--- src/rtl/fp_normalize_round_pkg.sv ---
// Shared widths, constants and FSM state encoding
// for the FP normalize/round back end.
package fp_normalize_round_pkg;

  localparam int EXP_W  = 8;
  localparam int FRAC_W = 23;
  localparam int MANT_W = 27;

  localparam logic [EXP_W-1:0] EXP_MAX = 8'hFF;
  localparam int               BIAS    = 127;

  localparam int HID_BIT = 26;
  localparam int G_BIT   = 2;
  localparam int R_BIT   = 1;
  localparam int S_BIT   = 0;

  typedef enum logic [3:0] {
    IDLE  = 4'd0,
    CHECK = 4'd1,
    CARRY = 4'd2,
    SHIFT = 4'd3,
    ROUND = 4'd4,
    PACK  = 4'd5,
    ZERO  = 4'd6,
    UFLOW = 4'd7,
    OFLOW = 4'd8
  } state_e;

  function automatic logic rne_up(
    input logic [MANT_W-1:0] m
  );
    return m[G_BIT] & (m[R_BIT] | m[S_BIT] | m[3]);
  endfunction

endpackage

--- src/rtl/fp_round_rne.sv ---
// Round-to-nearest-even on the 24-bit significand;
// round_ovf_o flags a carry out of the hidden bit.
module fp_round_rne
  import fp_normalize_round_pkg::*;
(
  input  logic [MANT_W-1:0] mant_i,
  output logic [FRAC_W:0]   mant_r_o,
  output logic              round_ovf_o
);

  logic up;

  // increment the kept bits when GRS rounds up
  always_comb begin
    up = rne_up(mant_i);
    {round_ovf_o, mant_r_o} =
      {1'b0, mant_i[MANT_W-1:3]} + {{FRAC_W+1{1'b0}}, up};
  end

endmodule

--- src/rtl/fp_normalize_round.sv ---
// Normalize, round and pack an IEEE-754 single
// from the raw mantissa ALU result.
module fp_normalize_round
  import fp_normalize_round_pkg::*;
(
  input  logic              clk,
  input  logic              rst,
  input  logic              start,
  input  logic [MANT_W-1:0] mant_in,
  input  logic              carry_in,
  input  logic              sign_in,
  input  logic [EXP_W-1:0]  exp_in,
  output logic              busy,
  output logic              done,
  output logic [31:0]       result,
  output logic              overflow,
  output logic              underflow
);

  state_e            state_q, state_d;
  logic [MANT_W-1:0] mant_q, mant_d;
  logic              carry_q, carry_d;
  logic              sign_q, sign_d;
  logic [EXP_W:0]    exp_q, exp_d;
  logic [31:0]       result_q, result_d;
  logic              ovf_q, ovf_d;
  logic              unf_q, unf_d;
  logic              done_q, done_d;

  logic [FRAC_W:0]   mant_r;
  logic              round_ovf;
  logic [EXP_W:0]    exp_rnd;

  fp_round_rne u_rne (
    .mant_i      (mant_q),
    .mant_r_o    (mant_r),
    .round_ovf_o (round_ovf)
  );

  // state, datapath and output registers
  always_ff @(posedge clk or posedge rst) begin
    if (rst) begin
      state_q  <= IDLE;
      mant_q   <= '0;
      carry_q  <= 1'b0;
      sign_q   <= 1'b0;
      exp_q    <= '0;
      result_q <= '0;
      ovf_q    <= 1'b0;
      unf_q    <= 1'b0;
      done_q   <= 1'b0;
    end else begin
      state_q  <= state_d;
      mant_q   <= mant_d;
      carry_q  <= carry_d;
      sign_q   <= sign_d;
      exp_q    <= exp_d;
      result_q <= result_d;
      ovf_q    <= ovf_d;
      unf_q    <= unf_d;
      done_q   <= done_d;
    end
  end

  // next-state and datapath update
  always_comb begin
    state_d  = state_q;
    mant_d   = mant_q;
    carry_d  = carry_q;
    sign_d   = sign_q;
    exp_d    = exp_q;
    result_d = result_q;
    ovf_d    = ovf_q;
    unf_d    = unf_q;
    done_d   = 1'b0;
    exp_rnd  = exp_q + {{EXP_W{1'b0}}, round_ovf};

    unique case (state_q)
      IDLE: begin
        if (start) begin
          mant_d  = mant_in;
          carry_d = carry_in;
          sign_d  = sign_in;
          exp_d   = {1'b0, exp_in};
          state_d = CHECK;
        end
      end
      CHECK: begin
        if (exp_q == {1'b0, EXP_MAX})
          state_d = OFLOW;
        else if (carry_q)
          state_d = CARRY;
        else if (mant_q == '0)
          state_d = ZERO;
        else if (exp_q == '0)
          state_d = UFLOW;
        else if (mant_q[HID_BIT])
          state_d = ROUND;
        else
          state_d = SHIFT;
      end
      CARRY: begin
        mant_d  = {1'b1, mant_q[MANT_W-1:2],
                   mant_q[R_BIT] | mant_q[S_BIT]};
        exp_d   = exp_q + 1'b1;
        carry_d = 1'b0;
        state_d = ROUND;
      end
      // shift and look ahead at the new hidden bit
      SHIFT: begin
        if (exp_q == 9'd1) begin
          state_d = UFLOW;
        end else begin
          mant_d = mant_q << 1;
          exp_d  = exp_q - 1'b1;
          if (mant_q[HID_BIT-1])
            state_d = ROUND;
        end
      end
      ROUND: begin
        if (round_ovf)
          mant_d[MANT_W-1:3] = 24'h800000;
        else
          mant_d[MANT_W-1:3] = mant_r;
        exp_d = exp_rnd;
        if (exp_rnd >= {1'b0, EXP_MAX})
          state_d = OFLOW;
        else
          state_d = PACK;
      end
      PACK: begin
        result_d = {sign_q, exp_q[EXP_W-1:0],
                    mant_q[FRAC_W+2:3]};
        ovf_d    = 1'b0;
        unf_d    = 1'b0;
        done_d   = 1'b1;
        state_d  = IDLE;
      end
      ZERO: begin
        result_d = '0;
        ovf_d    = 1'b0;
        unf_d    = 1'b0;
        done_d   = 1'b1;
        state_d  = IDLE;
      end
      UFLOW: begin
        result_d = {sign_q, 31'h0};
        ovf_d    = 1'b0;
        unf_d    = 1'b1;
        done_d   = 1'b1;
        state_d  = IDLE;
      end
      OFLOW: begin
        result_d = {sign_q, EXP_MAX, 23'h0};
        ovf_d    = 1'b1;
        unf_d    = 1'b0;
        done_d   = 1'b1;
        state_d  = IDLE;
      end
      default: state_d = IDLE;
    endcase
  end

  assign busy      = (state_q != IDLE);
  assign done      = done_q;
  assign result    = result_q;
  assign overflow  = ovf_q;
  assign underflow = unf_q;

endmodule

--- config.mk ---
export PLATFORM = sky130hd
export DESIGN_NAME = fp_normalize_round
export DESIGN_NICKNAME = d
export VERILOG_FILES = /design/src/rtl/fp_normalize_round_pkg.sv /design/src/rtl/fp_round_rne.sv /design/src/rtl/fp_normalize_round.sv
export SDC_FILE = /design/constraint.sdc
export NUM_CORES = 1
export LEC_CHECK = 0
export ABC_AREA = 0
export BUFFER_PORTS_ARGS = -buffer_cell sky130_fd_sc_hd__buf_2
export CORE_MARGIN = 3
export CORE_UTILIZATION = 49
export DETAILED_ROUTE_END_ITERATION = 10
export PLACE_DENSITY = 0.73
export SKIP_LAST_GASP = 1
export SLEW_MARGIN = 10
export SYNTH_ARGS = -nofsm -noshare
export SYNTH_HDL_FRONTEND = slang
export SYNTH_SLANG_ARGS = --single-unit
--- constraint.sdc ---
create_clock -name clk -period 3.5 [get_ports clk]
set_input_delay 0.175 -clock clk [delete_from_list [all_inputs] [get_ports clk]]
set_output_delay 0.175 -clock clk [all_outputs]
set_load 0.1 [all_outputs]
Yosys cells after proc, flatten, opt, wreduce, memory -nomap -nowiden
Index checks and enable logic that the tools add are counted.
{ "classes": {"order_cmp": 1, "n_addsub": 4, "n_eq_ne": 13, "muxes": 24, "n_reduce_logical": 18, "n_bitwise": 3} }
{ "op_table": {"columns": ["operator", "count"], "rows": [
  ["32-bit one-hot mux with 4 select lines", 1],
  ["24-bit one-hot mux with 4 select lines", 1],
  ["27-bit two-way mux", 2],
  ["9-bit one-hot mux with 4 select lines", 1],
  ["27-bit logical NOT", 1],
  ["24-bit by 1-bit adder with 25-bit output", 1],
  ["24-bit two-way mux", 1],
  ["4-bit two-way mux", 5],
  ["4-bit one-hot mux with 5 select lines", 1],
  ["9-bit two-way mux", 2],
  ["4-bit by 3-bit == test with 1-bit output (second input constant)", 4],
  ["3-bit two-way mux", 4],
  ["4-bit nonzero test", 3],
  ["9-bit by 1-bit adder with 9-bit output", 1],
  ["9-bit by 1-bit adder with 9-bit output (second input constant)", 1],
  ["9-bit by 1-bit == test with 1-bit output (second input constant)", 1],
  ["9-bit by 8-bit == test with 1-bit output (second input constant)", 1],
  ["9-bit by 8-bit greater-or-equal comparator with 1-bit output (second input constant)", 1],
  ["9-bit logical NOT", 1],
  ["3-bit one-hot mux with 3 select lines", 1],
  ["9-bit by 1-bit subtractor with 9-bit output (second input constant)", 1],
  ["4-bit by 2-bit == test with 1-bit output (second input constant)", 2],
  ["1-bit one-hot mux with 2 select lines", 3],
  ["2-bit AND reduction", 3],
  ["other kinds (13)", 20]
]} }
{ "totals": {"ff_bits": 77, "wordCells": 73, "in_bits": 40} }

Depth between registers and ports, before layout
Gate-level depths: netlist (run 1).
{ "logic_depth": {"ltp_word": 8, "depth_mapped": 13, "ltp_nobuf": 12} }

By module
Synthesis (run 1) repeated with hierarchy kept, for this count alone.
{ "hier_totals": {"hier_cells": 523, "hier_area_um2": 4923.5} }
{ "by_module_without_submodules": {"columns": ["mod", "area_per_inst_um2", "cells_per_inst", "seq_area_each_um2", "instances"], "rows": [
  ["fp_normalize_round", 4456.8, 457, 1926.8, 1],
  ["fp_round_rne", 466.7, 66, 0.0, 1]
]} }

Worst setup path after synthesis (run 1)
OpenSTA, ideal clock, no wires.
{ "synth_path": {"path_type": "reg-to-reg", "start": "register mant_q[3]", "end": "register state_q[3]", "stages_incl_launch_ff": 13, "setup_time_ns": 0.087, "slack_ns": 0.263, "required_time_ns": 3.413, "n_path_buf": 1, "arrival_ns": 3.150, "cell_sequence": "dfrtp_1 > clkbuf_1 > and2_1 > ha_1 > and3_1 > nand2_1 > nor3_1 > ha_1 > ha_1 > xnor2_1 > or4_1 > a211o_1 > a211oi_2"} }
{ "synth_via": {"elab_chain_cells": 7} }
{ "synth_lines": {"columns": ["element", "line_no", "source"], "rows": [
  ["start: declaration", "fp_normalize_round.sv:21", "logic [MANT_W-1:0] mant_q, mant_d;"],
  ["start signal: assignment", "fp_normalize_round.sv:54", "mant_q <= mant_d;"],
  ["1-bit OR", "fp_normalize_round_pkg.sv:32", "return m[G_BIT] & (m[R_BIT] | m[S_BIT] | m[3]);"],
  ["1-bit bitwise AND", "fp_normalize_round_pkg.sv:32", null],
  ["24-bit by 1-bit adder with 25-bit output (*)", "fp_round_rne.sv:17", "{1'b0, mant_i[MANT_W-1:3]} + {{FRAC_W+1{1'b0}}, up};"],
  ["9-bit by 1-bit adder with 9-bit output (*)", "fp_normalize_round.sv:76", "exp_rnd = exp_q + {{EXP_W{1'b0}}, round_ovf};"],
  ["9-bit by 8-bit greater-or-equal comparator with 1-bit output (*)", "fp_normalize_round.sv:126", "if (exp_rnd >= {1'b0, EXP_MAX})"],
  ["4-bit two-way mux (*)", "fp_normalize_round.sv:126", null],
  ["4-bit one-hot mux with 5 select lines (*)", "fp_normalize_round.sv:78", "unique case (state_q)"],
  ["end signal: assignment", "fp_normalize_round.sv:53", "state_q <= state_d;"],
  ["end: declaration", "fp_normalize_round.sv:20", "state_e state_q, state_d;"]
]} }
Every way passes the cells marked *; elsewhere a longest branch is shown, timed or not.
A chain may end at the register's enable or synchronous reset.

Worst setup path after layout (run 1)
{ "layout_path": {"start": "register mant_q[4]", "end": "register state_q[3]"} }
{ "layout_via": {"elab_chain_cells": 5} }
{ "layout_lines": {"columns": ["element", "line_no"], "rows": [
  ["24-bit by 1-bit adder with 25-bit output", "fp_round_rne.sv:17"],
  ["9-bit by 1-bit adder with 9-bit output", "fp_normalize_round.sv:76"],
  ["9-bit by 8-bit greater-or-equal comparator with 1-bit output", "fp_normalize_round.sv:126"],
  ["4-bit two-way mux", "fp_normalize_round.sv:126"],
  ["4-bit one-hot mux with 5 select lines", "fp_normalize_round.sv:78"]
]} }
No other way between the ends.

==> results of run 1 <==
## synth_stat cells (3+ instances only)
master,instances
a211oi_1,3
a211oi_2,3
a21oi_1,24
a221o_1,6
a221oi_1,13
a222oi_1,4
a22o_1,28
a22oi_1,7
a31oi_1,6
and3_1,7
and4_1,3
buf_2,34
buf_4,3
buf_6,4
clkbuf_1,20
clkbuf_2,4
dfrtp_1,77
ha_1,8
inv_1,16
mux2_2,6
mux2i_1,6
nand2_1,52
nand2b_1,3
nand3_1,24
nand4_1,10
nor2_1,34
nor2b_1,3
nor3_1,14
nor4_1,13
o211ai_1,7
o21ai_0,38
o221ai_1,6
o22ai_1,11
o2bb2ai_1,4
o31a_1,4
o31ai_1,9
or3_1,7
or4_1,6
or4b_1,3
xnor2_1,5
xor2_1,7
## layer usage
metal / share of wire / routed length [um] / GRT usage / vias up
li1: - / - / - / 2384
met1: 0.42 / 6995 / 0.3782 / 2553
met2: 0.48 / 8106 / 0.4816 / 254
met3: 0.072 / 1207 / 0.04085 / 37
met4: 0.030 / 503 / 0.1389 / 0
met5: 0 / 0 / 0 / -
## registers in the layout (all words and copies together), names as in the netlist
name       flops
carry_q        1
done           1
exp_q          9
mant_q        27
overflow       1
result        32
sign_q         1
state_q        4
underflow      1
## worst min-delay path by stage
stage	slack (ps)	endpoint	start	depth (start not counted)
4_1_cts	30	sign_q	sign_in	2
6_report	50	sign_q	sign_in	2
3_5_place_dp	300	result[7]	rst	2
3_3_place_gp	300	result[7]	rst	2
2_1_floorplan	330	exp_q[6]	exp_in[6]	2
5_1_grt	50	sign_q	sign_in	2
## critical path, stage by stage (launching register included)
cell      delay, ps
dfrtp_1         510
ha_1            260
and3_1          180
nand2_1         140
nor3_1          350
ha_1            310
ha_1            320
xnor2_1          80
or4_1           520
a211o_1         340
a211oi_2        180
## layout by cell type, fill, tap and decap left out, types with 4 or more instances in the layout
cell | synthesis | layout
a21oi_1 | 24 | 24
o21ai_0 | 38 | 38
mux2_2 | 6 | 6
clkbuf_8 | 0 | 9
a222oi_1 | 4 | 4
and3_1 | 7 | 7
nor3_1 | 14 | 14
mux2i_1 | 6 | 6
a221o_1 | 6 | 6
o31ai_1 | 9 | 9
inv_1 | 16 | 15
a22oi_1 | 7 | 7
a22o_1 | 28 | 28
or3_1 | 7 | 7
nor4_1 | 13 | 13
nand3_1 | 24 | 24
nor2_1 | 34 | 33
buf_4 | 3 | 40
dfrtp_1 | 77 | 77
o31a_1 | 4 | 4
ha_1 | 8 | 8
a31oi_1 | 6 | 6
o211ai_1 | 7 | 7
nand2_1 | 52 | 52
o221ai_1 | 6 | 6
a221oi_1 | 13 | 13
o2bb2ai_1 | 4 | 4
xor2_1 | 7 | 7
buf_2 | 34 | 75
o22ai_1 | 11 | 11
nand4_1 | 10 | 10
xnor2_1 | 5 | 5
or4_1 | 6 | 6
## logic make-up (layout without fill, tap and decap cells)
family          after synthesis  in the layout
mux                          12             12
simple gates                197            197
flops                        77             77
fa+ha+maj                     8              8
compound gates              201            201
xor+xnor                     12             12
buf+inv                      81            148
## power groups by stage
stage | sequential (mW) | combinational (mW) | clock, mW
after CTS | 1.82 | 4.16 | 0.833
after detailed placement | 1.83 | 4.15 | 0
final | 1.83 | 4.18 | 0.820
after global placement | 1.80 | 4.10 | 0
after floorplan | 2.70 | 2.30 | 0
after global routing | 1.89 | 4.46 | 0.876
## area by class of cell
class                           count  area (um2)
Clock buffer                        9       123.9
Clock inverter                      7       113.9
Fill cell                         956        4314
Inverter                           16       60.06
Multi-Input combinational cell    430        2929
Sequential cell                    77        1927
Tap cell                          136       170.2
Timing Repair Buffer              116       685.7
==> reports/results.ini, run 1 <==
[logic_synthesis]
synth_enable_flop_cells = 0
yosys_warnings = 0
synth_top_area_frac = 0.3697
synth_seq_area_share = 0.3697
yosys.area_share.simple = 0.2050
synth.largest_area_cell = dfrtp_1
synth-main-ff-cell = dfrtp_1
syn_area_um2 = 5211
synth_xor_area_frac = 0.02017
synthCells = 588
ys_ff_latch = 77
synth_compound_area_frac = 0.2860
syn_area_per_cell_um2 = 8.863
synth.mux.area_fraction = 0.02449
synthTopCellsByArea = dfrtp_1 (37%), a22o_1 (4.7%), nand2_1 (3.7%)
async_reset_ff_frac = 1.000
ys_types = 81
syn-num-nets = 636
synthAdderAreaFrac = 0.01921
synth_top_family_by_area = compound AO/OA/AOI/OAI gates

[clocking]
cts_hold_buf = 1
postCtsSetupBuffers = 0
htree_levels = 3
clk_pin_slew_ps = 80
clock_sinks = 77
worst_skew_pair.late_latency_ps = 360
cts_tree = built
numCtsBuffers = 9
post_cts_resized = 0
clock_path_buffers = 2
cts_root_buf = clkbuf_8

[pwr]
pwr-share-seq = 0.268
ir_drop_mv = 0.7521
netSwitchingPower_mw = 3.787
power_frac_comb = 0.612
p_sw_frac = 0.5547
internal-power_mw = 3.040
total_power_mw = 6.827
clockPowerShare = 0.120
power_density_nw_per_um2 = 1136
power_leakage_nw = 2.611

[critical_path]
endpoint = state_q[3]
rr_worst_depth = 10
rrSetupSlack_ps = 220
critPathLaunchType = flop
critPathMaxFanout = 9
cp-end-kind = flop
r2r_start = mant_q[4]
r2r-end = state_q[3]
crit_type = flop to flop
critical_path.startpoint = mant_q[4]
critPathRequiredTime_ps = 3780
worstPathArrival_ps = 3560

[place]
dp_cells = 774
gp_congestion = 0.9602
postPlaceCellArea_um2 = 5762
post-place-ws_ps = 283.3
port_buffers = 75
hpwlAfterDp_mm = 12.01

[drt]
via_per_inst = 6.609
firstDrtPassIters = 5
drc_errors = 0
vias = 5228
first_iter_violations = 432
antenna_left = 0
drt_wl_total_mm = 16.81
wl_per_cell_um = 21.26

[hold_path]
worst_hold_path_type = input port to flop

[finish]
finalNonFillerCells = 791
antennaDiodeCount = 0
post_route_cells_drive_above_1_share = 0.2458
fin_nets = 698
final_core_util = 0.5821
area_growth_pct = 15.32
final_area_um2 = 6010

[run_status]
status = completed

[sta]
finalSetupViolations = 0
tightestPinTransition_ps = 1212
finalHoldViolations = 0
fin_ws_ps = 218.5
tns_ps = 0
finalCriticalPeriod_ps = 3282
rsz0062_at_grt = false
finalMaxSlewViolations = 0
period_share = 0.9376
skew_ps = 6.962
whs_ps = 46.33
relSlewSlack = 0.1919
fmax_mhz = 304.7

[die]
core-area_um2 = 10320
io_pins = 76
fp-row-count = 37
dieArea_um2 = 11910
die_w_um = 109.1
start_util = 0.5048
die_h_um = 109.1

[global_routing]
grt_pass1_wl_mm = 26.92
globalRoute.totalOverflow = 0
antenna_found_initial = 0
grt.total_usage = 0.2925
grt_pass1_vias = 5085
grt_start_max_net_pins = 33

[run]
maxCapViolations = 0

Note: power is estimated with default switching activity, not from simulation.
==> run 2: changes to the inputs <==
Settings changed: ABC_AREA 0 to 1.
==> run 2 against run 1 <==
Compared with the run above: global-route usage shrank 1.0 points; critical path type unchanged; critical endpoint is now state_q[2]; sequential cell count stayed put; die area rose by 0.91%; highest routed layer unchanged.
==> reports/results.ini, run 2 <==
[run_status]
status = completed

[logic_synthesis]
synthCells = 803  ; +37%
syn-num-nets = 851  ; +34%
synth_top_area_frac = 0.3662  ; -0.003517
synthTopCellsByArea = dfrtp_1 (37%), nand2_1 (17%), nor2_1 (9.2%)
ys_ff_latch = 77  ; unchanged
synth_seq_area_share = 0.3662  ; -0.003517
async_reset_ff_frac = 1.000  ; unchanged
synthTopCellsByCount = nand2_1 (240), nor2_1 (129), inv_1 (80)
ys_types = 36  ; -56%
synth.largest_area_cell = dfrtp_1
synth_enable_flop_cells = 0  ; unchanged
yosys_warnings = 0  ; unchanged
synth-main-ff-cell = dfrtp_1
syn_area_um2 = 5261  ; +0.96%
synth_most_common_cell = nand2_1
syn_area_per_cell_um2 = 6.552  ; -26%

[sta]
relSlewSlack = 0.3900  ; +0.1981
fmax_mhz = 326.4  ; +7.1%
rsz0062_at_grt = false
finalMaxSlewViolations = 0  ; unchanged
finalCriticalPeriod_ps = 3064  ; -217.5 ps
skew_ps = 12.11  ; +5.146 ps
tns_ps = 0  ; unchanged
finalSetupViolations = 0  ; unchanged
tightestPinTransition_ps = 912.9  ; -299.3 ps
period_share = 0.8754  ; -0.06214
finalHoldViolations = 0  ; unchanged

[global_routing]
grt_pass1_wl_mm = 26.21  ; -2.6%
grt.total_usage = 0.2821  ; -0.01044
grt_start_max_net_pins = 47  ; +42%
grt_pass1_vias = 5225  ; +2.8%
antenna_found_initial = 0  ; unchanged
globalRoute.totalOverflow = 0  ; unchanged

[clocking]
cts_tree = built
clock_path_buffers = 2  ; unchanged
htree_levels = 3  ; unchanged
clock_sinks = 77  ; unchanged
cts_root_buf = clkbuf_8
post_cts_resized = 0  ; unchanged
worst_skew_pair.late_latency_ps = 370  ; about the same
clk_pin_slew_ps = 90  ; about the same
numCtsBuffers = 9  ; unchanged

[drt]
first_iter_violations = 366  ; -15%
drc_errors = 0  ; unchanged
drt_wl_total_mm = 16.16  ; -3.9%
via_per_inst = 5.446  ; -18%
wl_per_cell_um = 16.07  ; -24%
antenna_left = 0  ; unchanged
vias = 5479  ; +4.8%
firstDrtPassIters = 5  ; unchanged

[finish]
post_route_cells_drive_above_1_share = 0.1402  ; -0.1056
final_cell_mix = nand2_1 (240), nor2_1 (129), inv_1 (79)
antennaDiodeCount = 0  ; unchanged
largest_reg_flops = 32  ; unchanged
area_growth_pct = 12.32
fin_nets = 913  ; +31%
final_common_cell = nand2_1

[critical_path]
critPathBufInv = 1  ; +1
critPathLaunchType = flop
rr_worst_depth = 20  ; +10
crit_chain = nand2_1, inv_1, ha_1, nand3_1, nor2_1, nand4_1, nor2_2, ha_1, ha_1, nand2_1, nor2_1, nand2_1, nand2_1, nand2_1, nor2_1, nand2_1, nand2_1, nor2_1, nor2_1, nor2_1
cpMaxStageDelayCell = dfrtp_1
crit_top_cell = nand2_1
crit_family = simple AND/OR/NAND/NOR gates
crit_path_max_incr_delay_ps = 410  ; -110 ps
crit_type = flop to flop
critPathMaxFanout = 4  ; -5
worst-path-stages = 20  ; +10
worstPathArrival_ps = 3330  ; -230 ps
critPathRequiredTime_ps = 3770  ; about the same
cp-end-kind = flop

[die]
core-area_um2 = 10370  ; +0.45%
dieArea_um2 = 12020  ; +0.91%
die_h_um = 109.6  ; +0.45%
io_pins = 76  ; unchanged
start_util = 0.5074  ; +0.002573
fp-row-count = 37  ; unchanged
die_w_um = 109.6  ; +0.45%

[place]
gp_congestion = 1.008  ; +5.0%
port_buffers = 75  ; unchanged
hpwlAfterDp_mm = 11.81  ; -1.7%

[run]
maxCapViolations = 0  ; unchanged

[hold_path]
hold_path_depth = 2  ; unchanged
worst_hold_path_type = input port to flop

[run 2: worst reg2reg max path: stages (launching register included)]
cell and delay [ps]:
dfrtp_1 410, nand2_1 140, inv_1 120, ha_1 210, nand3_1 150, nor2_1 280, nand4_1 190, nor2_2 160
ha_1 200, ha_1 190, nand2_1 110, nor2_1 170, nand2_1 70, nand2_1 80, nand2_1 60, nor2_1 90
nand2_1 80, nand2_1 80, nor2_1 50, nor2_1 110, nor2_1 40
[run 2: kinds of logic (layout without fill, tap and decap cells)]
logic type / after synthesis / after routing / share of synthesized area
compound gates: 134 / 134 / 0.1413
mux: 1 / 1 / 0.002140
buf+inv: 121 / 188 / 0.09845
flops: 77 / 77 / 0.3662
fa+ha+maj: 8 / 8 / 0.01903
simple gates: 446 / 446 / 0.3463
xor+xnor: 16 / 16 / 0.02664
[run 2: what timing repair did]
item,CTS,global route
buffers inserted,0,0
endpoints found under the hold margin,24,0
hold buffers,1,0
[run 2: final cells by class]
cell class | instances | area, um2
clock buffer | 10 | 137.6
clock inverter | 6 | 62.56
fill | 1042 | 4461
inverter | 86 | 322.8
multi-input combinational | 605 | 2816
sequential | 77 | 1927
tap | 136 | 170.2
timing repair buffer | 86 | 473.0
[run 2: final timing paths]
| kind | startpoint | to | slack (ps) |
|---|---|---|---|
| min in group asynchronous | rst | result[10] | 410 |
| max in group asynchronous | rst | result[5] | 2300 |
| setup reg to reg | mant_q[2] | state_q[2] | 440 |
| hold / removal | sign_in | sign_q | 30 |
| setup / recovery | mant_q[2] | state_q[2] | 440 |
| hold reg to reg | overflow | overflow | 500 |
[run 2: layer usage]
| layer | wire, um | share of wire | vias to the layer above | GRT usage |
|---|---|---|---|---|
| li1 | - | - | 2701 | - |
| met1 | 7037 | 0.44 | 2570 | 0.3598 |
| met2 | 7878 | 0.49 | 175 | 0.4791 |
| met3 | 814 | 0.050 | 33 | 0.04580 |
| met4 | 432 | 0.027 | 0 | 0.1077 |
| met5 | 0 | 0 | - | 0 |
[run 2: metrics by stage]
step	cells	hold WS (ps)	area (um2)	setup WS [ps]	utilization
2_1_floorplan	803	325.5	5261	1007	-
3_3_place_gp	989	254.4	5699	683.3	0.5496
3_5_place_dp	989	269.3	5699	511.6	0.5496
4_1_cts	1006	25.63	5909	494.9	0.5699
5_1_grt	1006	25.77	5909	141.4	0.5699
6_report	1006	32.09	5909	436.0	0.5699
Power of run 2 is left out: the tool's default activity adds up to more than one toggle a clock period on the data nets, which glitch-free logic cannot reach.
